File: src/rtl/pmem_arbiter.sv
// rtl/pmem_arbiter.sv - round-robin arbiter multiplexing cache-line requests onto a burst physical-memory port
module pmem_arbiter #(
    parameter int NUM_CH = 2,
    parameter int LINE_W = 256,
    parameter int BEAT_W = 64,
    parameter int ADDR_W = 32
) (
    input  logic                       clk,
    input  logic                       rst,
    input  logic [NUM_CH-1:0]          ch_read,
    input  logic [NUM_CH-1:0]          ch_write,
    input  logic [NUM_CH*ADDR_W-1:0]   ch_addr,
    input  logic [NUM_CH*LINE_W-1:0]   ch_wdata,
    output logic [LINE_W-1:0]          ch_rdata,
    output logic [NUM_CH-1:0]          ch_resp,
    output logic                       pmem_mem_read,
    output logic                       pmem_mem_write,
    output logic [ADDR_W-1:0]          pmem_mem_addr,
    output logic [BEAT_W-1:0]          pmem_mem_wdata,
    input  logic [BEAT_W-1:0]          pmem_mem_rdata,
    input  logic                       pmem_mem_resp
);

    localparam int NBEAT  = LINE_W / BEAT_W;
    localparam int PTR_W  = $clog2(NUM_CH);
    localparam int BCNT_W = (NBEAT > 1) ? $clog2(NBEAT) : 1;
    localparam int OFF_W  = $clog2(LINE_W / 8);
    localparam logic [ADDR_W-1:0] OFF_MASK = ADDR_W'((1 << OFF_W) - 1);

    typedef enum logic [1:0] {IDLE, READ, WRITE, DONE} state_t;

    state_t              state, state_nxt;
    logic [PTR_W-1:0]    rr_ptr, gnt, cand, lat_ch;
    logic                found;
    logic [NUM_CH-1:0]   req;
    logic [BCNT_W-1:0]   beat;
    logic [ADDR_W-1:0]   lat_addr, sel_addr;
    logic [LINE_W-1:0]   lat_line, sel_line;
    logic                sel_write;
    logic                beat_ack, last_beat;

    assign req       = ch_read | ch_write;
    assign beat_ack  = pmem_mem_resp && (state == READ || state == WRITE);
    assign last_beat = (beat == BCNT_W'(NBEAT - 1));

    // Walk the channels starting at rr_ptr; the first requester wins.
    always_comb begin
        found = 1'b0;
        gnt   = '0;
        cand  = rr_ptr;
        for (int i = 0; i < NUM_CH; i++) begin
            if (!found && req[cand]) begin
                found = 1'b1;
                gnt   = cand;
            end
            cand = (cand == PTR_W'(NUM_CH - 1)) ? '0 : cand + PTR_W'(1);
        end
    end

    always_comb begin
        sel_addr  = '0;
        sel_line  = '0;
        sel_write = 1'b0;
        for (int i = 0; i < NUM_CH; i++) begin
            if (gnt == PTR_W'(i)) begin
                sel_addr  = ch_addr[i*ADDR_W +: ADDR_W];
                sel_line  = ch_wdata[i*LINE_W +: LINE_W];
                sel_write = ch_write[i];
            end
        end
    end

    always_comb begin
        state_nxt = state;
        case (state)
            IDLE:        if (found) state_nxt = sel_write ? WRITE : READ;
            READ, WRITE: if (beat_ack && last_beat) state_nxt = DONE;
            DONE:        state_nxt = IDLE;
            default:     state_nxt = IDLE;
        endcase
    end

    always_ff @(posedge clk or negedge rst) begin
        if (!rst) state <= IDLE;
        else      state <= state_nxt;
    end

    always_ff @(posedge clk or negedge rst) begin
        if (!rst) begin
            rr_ptr   <= '0;
            lat_ch   <= '0;
            lat_addr <= '0;
            lat_line <= '0;
            beat     <= '0;
            ch_rdata <= '0;
        end else begin
            if (state == IDLE && found) begin
                lat_ch   <= gnt;
                lat_addr <= sel_addr;
                lat_line <= sel_line;
                rr_ptr   <= (gnt == PTR_W'(NUM_CH - 1)) ? '0 : gnt + PTR_W'(1);
            end
            if (beat_ack) begin
                beat <= last_beat ? '0 : beat + BCNT_W'(1);
                if (state == READ) begin
                    for (int k = 0; k < NBEAT; k++) begin
                        if (beat == BCNT_W'(k)) ch_rdata[k*BEAT_W +: BEAT_W] <= pmem_mem_rdata;
                    end
                end
            end
        end
    end

    // Outputs decode straight from state so an async reset clears them at once.
    always_comb begin
        pmem_mem_read  = (state == READ);
        pmem_mem_write = (state == WRITE);
        pmem_mem_addr  = (state == IDLE) ? '0 : (lat_addr & ~OFF_MASK);
        pmem_mem_wdata = '0;
        if (state == WRITE) begin
            for (int k = 0; k < NBEAT; k++) begin
                if (beat == BCNT_W'(k)) pmem_mem_wdata = lat_line[k*BEAT_W +: BEAT_W];
            end
        end
        for (int i = 0; i < NUM_CH; i++) begin
            ch_resp[i] = (state == DONE) && (lat_ch == PTR_W'(i));
        end
    end

endmodule
File: config.mk
export PLATFORM = sky130hd
export DESIGN_NAME = pmem_arbiter
export DESIGN_NICKNAME = d
export VERILOG_FILES = /design/src/rtl/pmem_arbiter.sv
export SDC_FILE = /design/constraint.sdc
export NUM_CORES = 1
export LEC_CHECK = 0
export CAP_MARGIN = 20
export CORE_AREA = 2 2 389 391
export CTS_CLUSTER_SIZE = 24
export DETAILED_ROUTE_END_ITERATION = 6
export DIE_AREA = 0 0 391 393
export PLACE_DENSITY_LB_ADDON = 0.12
export SLEW_MARGIN = 40
export SYNTH_ARGS = -nofsm -noshare
export SYNTH_HDL_FRONTEND = slang
export SYNTH_SLANG_ARGS = --single-unit
File: constraint.sdc
create_clock -name clk -period 5.9 [get_ports clk]
set_input_delay 0.59 -clock clk [delete_from_list [all_inputs] [get_ports clk]]
set_output_delay 0.59 -clock clk [all_outputs]
set_load 0.05 [all_outputs]
* Word level (Yosys, flattened, before mapping) *
Cells that the tools add are included.

operators by class
  mux-type cells = 24
  equality and inequality tests = 8
  $lt $le $gt $ge = 2
  add/sub/neg operators = 3
  bitwise operators = 2
  reductions and logical operators = 16

operator list
  kind                                                                   count
  64-bit two-way mux                                                     5
  256-bit two-way mux                                                    1
  32-bit two-way mux                                                     2
  3-bit AND reduction                                                    4
  1-bit two-way mux                                                      11
  2-bit equality test, second input constant                             4
  2-bit two-way mux                                                      4
  1-bit logical AND                                                      6
  2-bit case mux with 3 select lines                                     1
  2-bit by 1-bit equality test with 1-bit output, second input constant  2
  2-bit zero test                                                        2
  1-bit by 2-bit < comparator with 1-bit output, second input constant   2
  2-bit inequality test, second input constant                           2
  1-bit adder, second input constant                                     2
  2-bit by 1-bit adder with 2-bit output, second input constant          1
  2-bit bitwise OR                                                       1
  2-bit AND reduction                                                    1
  2-bit OR reduction                                                     1
  1-bit zero test                                                        1
  1-bit logical OR                                                       1
  1-bit NOT                                                              1

storage, ports and cells
  output and inout bits = 356
  word-level logic and storage cells = 65
  input port bits = 647
  bits in registers = 550

* Logic depth before layout (Yosys ltp) *
Gate-level depths: netlist of run 1.

  depth in word-level cells = 11
  gate-level depth with buffers = 8

* Least setup slack after synthesis of run 1 *
OpenSTA, ideal clock, no wires.

  path type = register to output
  from = register beat[1]
  to = output port pmem_mem_wdata[29]
  arrival = 2.052 ns
  stages on the path, launching flop included = 9
  data required time = 5.310 ns
  path buffers = 2
  setup slack = 3.258 ns
  path through = dfrtp_1 -> inv_1 -> ha_1 -> buf_2 -> clkbuf_1 -> a21oi_1 -> o21ai_0 -> a22oi_1 -> nor2b_1

between the ends
  cells in the longest elaborated chain, start to end = 6

ends and longest elaborated chain
  element                           RTL line  source
  start, declared                   36        logic [BCNT_W-1:0] beat;
  start signal, assigned            104       beat <= last_beat ? '0 : beat + BCNT_W'(1);
  2-bit zero test                   122       if (beat == BCNT_W'(k)) pmem_mem_wdata = lat_line[k*BEAT_W +: BEAT_W];
  64-bit two-way mux (3 in series)  122
  64-bit two-way mux (*)            122
  64-bit two-way mux (*)            120       if (state == WRITE) begin
  end, declared                     19        output logic [BEAT_W-1:0] pmem_mem_wdata,

Every way passes the cells marked *; elsewhere a longest branch is shown, timed or not.

* Worst setup path in the final report of run 1 *
  from = register beat[1]
  to = output port pmem_mem_wdata[32]

The elaborated chain is that of the path after synthesis.

==> out/summary.txt, run 1 <==
Number of top-level pins = 1,003
Number of global-route vias before repair = 22,590
Syn_area_per_cell = 12.46 um^2
Main synth FF type = dfrtp_1
Iter 0 DRT Violations = 2,025
Gr ovfl total = 0
Layout cell share with drive strength beyond 1 = 14.60%
Clock-pin slew on the worst setup and hold paths = 0.06 ns
Reg2reg path depth = 6
Clk_skew = 0.05795 ns
Share of Yosys cell area claimed by the top area cell type = 56.45%
Routed vias = 21,080
Drt pass-1 iters = 7
Largest net degree at the start of global routing = 171
CP required = 5.31 ns
Synthesized flop and latch total = 545
Clock latency on the worst-skew pair = 0.70 ns
Max-cap viol count = 0
Routed wire length = 132,300 um
Crit path largest cell delay = 0.89 ns
Fin util = 25.96%
Die area = 153,700 um^2
Post-DRT Antenna Nets = 0
Worst r2r src = beat[1]
Total number of yosys warnings = 0
Crit path DAT = 4.25 ns
Deepest level of the CTS H-tree = 3
First-pass GRT wire length = 181,200 um
Initial antenna violation count = 72
Leakage power = 16.96 nW
Setup TNS = 0 ns
Reg2Reg Setup Slack = 2.59 ns
Post-Synthesis Cells = 1,939
Final slew viol count = 0
Max Fanout on Critical Path = 35
Setup CP Type = reg2out
Clk buf depth = 3
Post-synth EDFFs = 0
Clk root buf = clkbuf_16
Highest clock rate = 0.2064 GHz
Failing checks = DRC
Least-Margin Pin Slew = 0.8784 ns
Unique cell type count in the Yosys netlist = 33
Largest cells by area after synthesis = dfrtp_1, mux2_2, a222oi_1
Port Buf Inserts = 987
Worst R2R End = ch_rdata[70]
Fin. Hold Viols = 0
Commonest non-fill, non-tap cell in the layout = clkdlybuf4s50_1
DRC violations left = 9
HP Class = in2async
Status = complete, but fails checks
Area Overhead vs Synth = 60.34%
Seq/Total Area, Yosys = 56.45%
Chip width = 391 um
Synthesized cell area = 24,160 um^2
Most frequent cells in the layout = clkdlybuf4s50_1, dfrtp_1, inv_1
Initial core utilization = 16.19%
Die H = 393 um
CTS tree = yes
Cells along the critical path = inv_1 > ha_4 > buf_4 > a221oi_1 > o31ai_1 > and2_1 > clkdlybuf4s50_1
Worst vdd ir = 0.3241 mV
Core box area = 149,200 um^2
Drt wl/cell = 26.99 um
Cell Rows = 142
RSZ-0062 raised after global routing = no
Largest area contributor in the netlist = dfrtp_1
Power density cells = 624.4 nW/um^2
Vias per cell = 4.301
Slew Limit Headroom = 41.44%
Clock buffer count from CTS = 76
Final Cycle Share = 82.12%
Post-CTS Setup Bufs = 0
GRT Total Usage = 16.54%
Ys async rst share = 100.0%
Final setup fails = 0
Fin nets = 3,523
Critical path's slowest cell = clkdlybuf4s50_1
Clock Sink Count = 545
Startpoint class of the critical path = flop
DP HPWL = 95,890 um
Fin crit period = 4.845 ns
Setup crit end kind = output port
GP Congestion = 0.8400
state kept, by name, indices dropped and copies added (netlist names):
| register | count |
|---|---|
| ch_rdata | 256 |
| rr_ptr | 1 |
| lat_ch | 1 |
| lat_line | 256 |
| beat | 2 |
| lat_addr | 27 |
| state | 2 |
worst max-delay path, delay by kind of cell (launching register included):
| family | cells | cell delay, ns |
|---|---|---|
| buf+inv | 3 | 1.61 |
| compound gates | 2 | 0.71 |
| flops | 1 | 0.45 |
| simple gates | 1 | 0.22 |
| fa+ha+maj | 1 | 0.54 |
cells in the mapped netlist, types with 2 or more instances:
library cell    n
a21o_1          3
a21oi_1         3
a221oi_1       63
a222oi_1      283
and2_1         64
and3b_1         2
buf_1           8
buf_2          50
buf_4           5
buf_6          53
clkbuf_1       62
dfrtp_1       545
ha_1            9
inv_1         289
mux2_2        257
nand2_1        66
nand2_2         4
nor2_1          2
nor2b_1        93
o21ai_0         2
o21ai_1         2
o31ai_1        63
cell families (layout without fill, tap and decap cells):
group | count (synthesis) | count (layout) | synth area share [%]
AND/OR/NAND/NOR | 234 | 234 | 5.371
multiplexers | 257 | 257 | 11.98
buffers and inverters | 467 | 1449 | 9.239
other | 1 | 37 | 0.01552
adder cells (fa/ha/maj) | 9 | 9 | 0.4661
AO/OA/AOI/OAI | 426 | 426 | 16.48
flip-flops | 545 | 545 | 56.45
how the worst max path moves through the flow:
stage	startpoint	to	slack (ns)	depth (start not counted)
after floorplan	beat[1]	pmem_mem_wdata[29]	3.26	8
after global placement	beat[1]	pmem_mem_wdata[32]	1.68	7
after detailed placement	beat[1]	pmem_mem_wdata[32]	1.76	7
after CTS	beat[1]	pmem_mem_wdata[32]	0.96	7
after global routing	beat[1]	pmem_mem_wdata[63]	0.96	7
final	beat[1]	pmem_mem_wdata[32]	1.06	7
final cells by class:
type | count | area, um^2
diodes | 32 | 80.08
repair buffers | 1024 | 10430
multi-input cells | 931 | 8407
fillers | 15750 | 110500
inverters | 289 | 1085
clock buffers | 114 | 2265
flip-flops and latches | 545 | 13640
clock inverters | 22 | 405.4
well taps | 1944 | 2432
where the power goes:
group	internal (mW)	total (mW)	switching [mW]
sequential	5.53	6.62	1.10
clock	2.95	4.90	1.95
combinational	4.58	12.7	8.08
total	13.1	24.2	11.1
through the flow:
step	area, um^2	hold WS [ns]	power (mW)	instances	setup WS (ns)
global route	38700	0.4325	25.51	4887	0.9593
floorplan	24170	0.2944	14.43	1943	3.258
finish	38740	0.4216	24.19	4901	1.055
detailed placement	35860	0.4673	19.40	4728	1.757
global placement	35780	0.4670	19.27	4725	1.683
CTS	38540	0.4231	24.52	4865	0.9590
timing repair:
item | in CTS | in global routing
endpoints found under the hold margin | 11 | 0
endpoints found under the setup margin | 0 | 0
resized for setup | 0 | 0
hold buffers | 1 | 0
layer usage:
| metal | GRT usage [%] | routed length, um | up-vias | share of wire [%] |
|---|---|---|---|---|
| li1 | - | - | 9134 | - |
| met1 | 18.91 | 51250 | 10780 | 39 |
| met2 | 28.03 | 64850 | 906 | 49 |
| met3 | 6.937 | 13210 | 207 | 10 |
| met4 | 4.851 | 2610 | 54 | 2.0 |
| met5 | 0 | 356 | - | 0.27 |
Note: power is estimated with default switching activity, not from simulation.
==> run 2, diff against run 1 <==
clock period = 4.19 ns   (was 5.9 ns; I/O delays follow)
==> run 2 against run 1 <==
The flow still finishes with violations (DRC). Sequential share of layout area hardly changed. Final cell count is 0.14% higher. Count of clock-buffer cells in the layout fell by 4. Die area stayed put. Clock power rose by 33%. Register-to-register slack got worse by 1.2 ns. Design area barely moved. Core utilization hardly changed. Critical path type unchanged. Critical endpoint is now pmem_mem_wdata[46].
==> out/summary.txt, run 2 (synthesized netlist as in run 1, its figures left out) <==
Final slew viol count = 0 (unchanged)
Power density cells = 875.0 nW/um^2 (was 624.4 nW/um^2)
Deepest level of the CTS H-tree = 3 (unchanged)
Worst r2r src = state[0] (was beat[1])
Final setup fails = 0 (unchanged)
Worst vdd ir = 0.5574 mV (was 0.3241 mV)
Commonest non-fill, non-tap cell in the layout = clkdlybuf4s50_1 (unchanged)
Final Cell Area = 38,750 um^2 (was 38,740 um^2)
GP Congestion = 0.8490 (was 0.8400)
Die area = 153,700 um^2 (unchanged)
Clk buf depth = 3 (unchanged)
Highest clock rate = 0.2473 GHz
Port Buf Inserts = 987 (unchanged)
Bufs and invs on worst path = 3 (unchanged)
Fin Hold WS = 0.2260 ns (was 0.4216 ns)
Clock latency on the worst-skew pair = 0.68 ns (was 0.70 ns)
Post-DRT Antenna Nets = 0 (unchanged)
Drt pass-1 iters = 7 (unchanged)
Initial core utilization = 16.19% (unchanged)
CP required = 3.77 ns (was 5.31 ns)
Max Fanout on Critical Path = 48 (was 35)
DRC violations left = 71 (was 9)
Initial antenna violation count = 46 (was 72)
Routed vias = 21,310 (was 21,080)
Critical path's slowest cell = clkdlybuf4s50_1 (unchanged)
Setup CP Type = reg2out (unchanged)
Drt wl/cell = 27.11 um (was 26.99 um)
Placed Area = 36,090 um^2 (was 35,860 um^2)
Clock Sink Count = 545 (unchanged)
Least-Margin Pin Slew = 0.8555 ns (was 0.8784 ns)
DP HPWL = 97,510 um (was 95,890 um)
Area Overhead vs Synth = 60.38% (was 60.34%)
Fin util = 25.96% (about the same)
Fin. Hold Viols = 0 (unchanged)
Regs by FF count = ch_rdata (256), lat_line (256), lat_addr (27) (unchanged)
Number of global-route vias before repair = 23,130 (was 22,590)
Gr ovfl total = 0 (unchanged)
Met2 global-route usage = 28.18% (was 28.03%)
Clk_skew = 0.03254 ns (was 0.05795 ns)
Met1 GRT Util = 19.34% (was 18.91%)
Slew Limit Headroom = 42.79% (was 41.44%)
Die H = 393 um (unchanged)
Number of top-level pins = 1,003 (unchanged)
Fin crit period = 4.043 ns
Tot Pwr = 33.90 mW (was 24.19 mW)
Largest net degree at the start of global routing = 160 (was 171)
Final Cycle Share = 96.50%
First-pass GRT wire length = 183,800 um (was 181,200 um)
CTS tree = yes (unchanged)
Critical path launch point = beat[0] (was beat[1])
Clock-pin slew on the worst setup and hold paths = 0.06 ns (about the same)
Setup crit end kind = output port (unchanged)
Crit path largest cell delay = 0.81 ns (was 0.89 ns)
Core box area = 149,200 um^2 (unchanged)
Iter 0 DRT Violations = 2,188 (was 2,025)
Chip width = 391 um (unchanged)
Reg2Reg Setup Slack = 1.43 ns (was 2.59 ns)
Cell Rows = 142 (unchanged)
HP Class = in2async (unchanged)
Crit path DAT = 3.62 ns (was 4.25 ns)
Most frequent cells in the layout = clkdlybuf4s50_1, dfrtp_1, inv_1 (unchanged)
Routed wire length = 133,100 um (was 132,300 um)
Clk root buf = clkbuf_16 (unchanged)
GRT Total Usage = 16.71% (was 16.54%)
Failing checks = DRC (unchanged)
Setup TNS = 0 ns (unchanged)
Startpoint class of the critical path = flop (unchanged)
Clock buffer count from CTS = 75 (was 76)
Layout cell share with drive strength beyond 1 = 15.44% (was 14.60%)
Cells along the critical path = inv_1 > ha_1 > nor2b_4 > buf_12 > a221oi_1 > o31ai_1 > and2_1 > clkdlybuf4s50_1 (was inv_1 > ha_4 > buf_4 > a221oi_1 > o31ai_1 > and2_1 > clkdlybuf4s50_1)
Largest delay contributor family on the critical path = buffers and inverters (unchanged)
GRT busiest layer = met2 (unchanged)
Leakage power = 17.23 nW (was 16.96 nW)
Vias per cell = 4.342 (was 4.301)
Fin nets = 3,540 (was 3,523)
M3 GR Usage = 6.538% (was 6.937%)
Status = complete, but fails checks (unchanged)
Max-cap viol count = 0 (unchanged)
[run 2: cell count changes in the layout (fill, tap and decap cells not counted), sizes merged]
cell | before | now
inv | 292 | 295
clkinvlp | 0 | 1
buf | 36 | 64
bufinv | 6 | 4
dlymetal6s2s | 0 | 9
dlygate4sd2 | 0 | 10
clkbuf | 115 | 113
clkdlybuf4s50 | 986 | 950
diode | 32 | 23
clkdlybuf4s15 | 0 | 5
[run 2: stage by stage]
step           setup WS, ns  instances
3_3_place_gp         0.5708       4745
4_1_cts             0.01186       4883
5_1_grt           -0.002226       4896
6_report             0.1465       4908
2_1_floorplan         1.719       1943
3_5_place_dp         0.5963       4747
[run 2: metal layers]
metal	vias up	routed length, um
met5	-	176
met4	24	3352
met3	198	13110
met2	993	64870
met1	10940	51570
li1	9153	-
[run 2: worst paths after layout]
check                                      to  cells past startpoint
max                        pmem_mem_wdata[46]                      8
min                             lat_line[115]                      2
max reg2reg                      ch_rdata[78]                      6
min reg2reg                      lat_addr[12]                      2
max in group asynchronous       lat_line[124]                      4
min in group clk                 lat_line[38]                      3
[run 2: layout make-up]
class | instances | area (um^2)
Antenna cell | 23 | 57.56
Clock buffer | 110 | 2138
Clock inverter | 24 | 354.1
Fill cell | 15750 | 110500
Inverter | 289 | 1085
Multi-Input combinational cell | 931 | 8429
Sequential cell | 545 | 13640
Tap cell | 1944 | 2432
Timing Repair Buffer | 1042 | 10610
[run 2: what timing repair did]
action	CTS	global route
setup endpoints to repair	26	20
endpoints found under the hold margin	70	0
buffers inserted	1	0
hold buffers	1	0
resized for setup	19	24
[run 2: power by group]
| group | leakage [nW] | switching [mW] | total, mW | internal, mW |
|---|---|---|---|---|
| clock network | 1.21 | 2.69 | 6.52 | 3.83 |
| registers | 6.78 | 1.58 | 9.37 | 7.78 |
| logic | 9.24 | 11.5 | 18.0 | 6.56 |
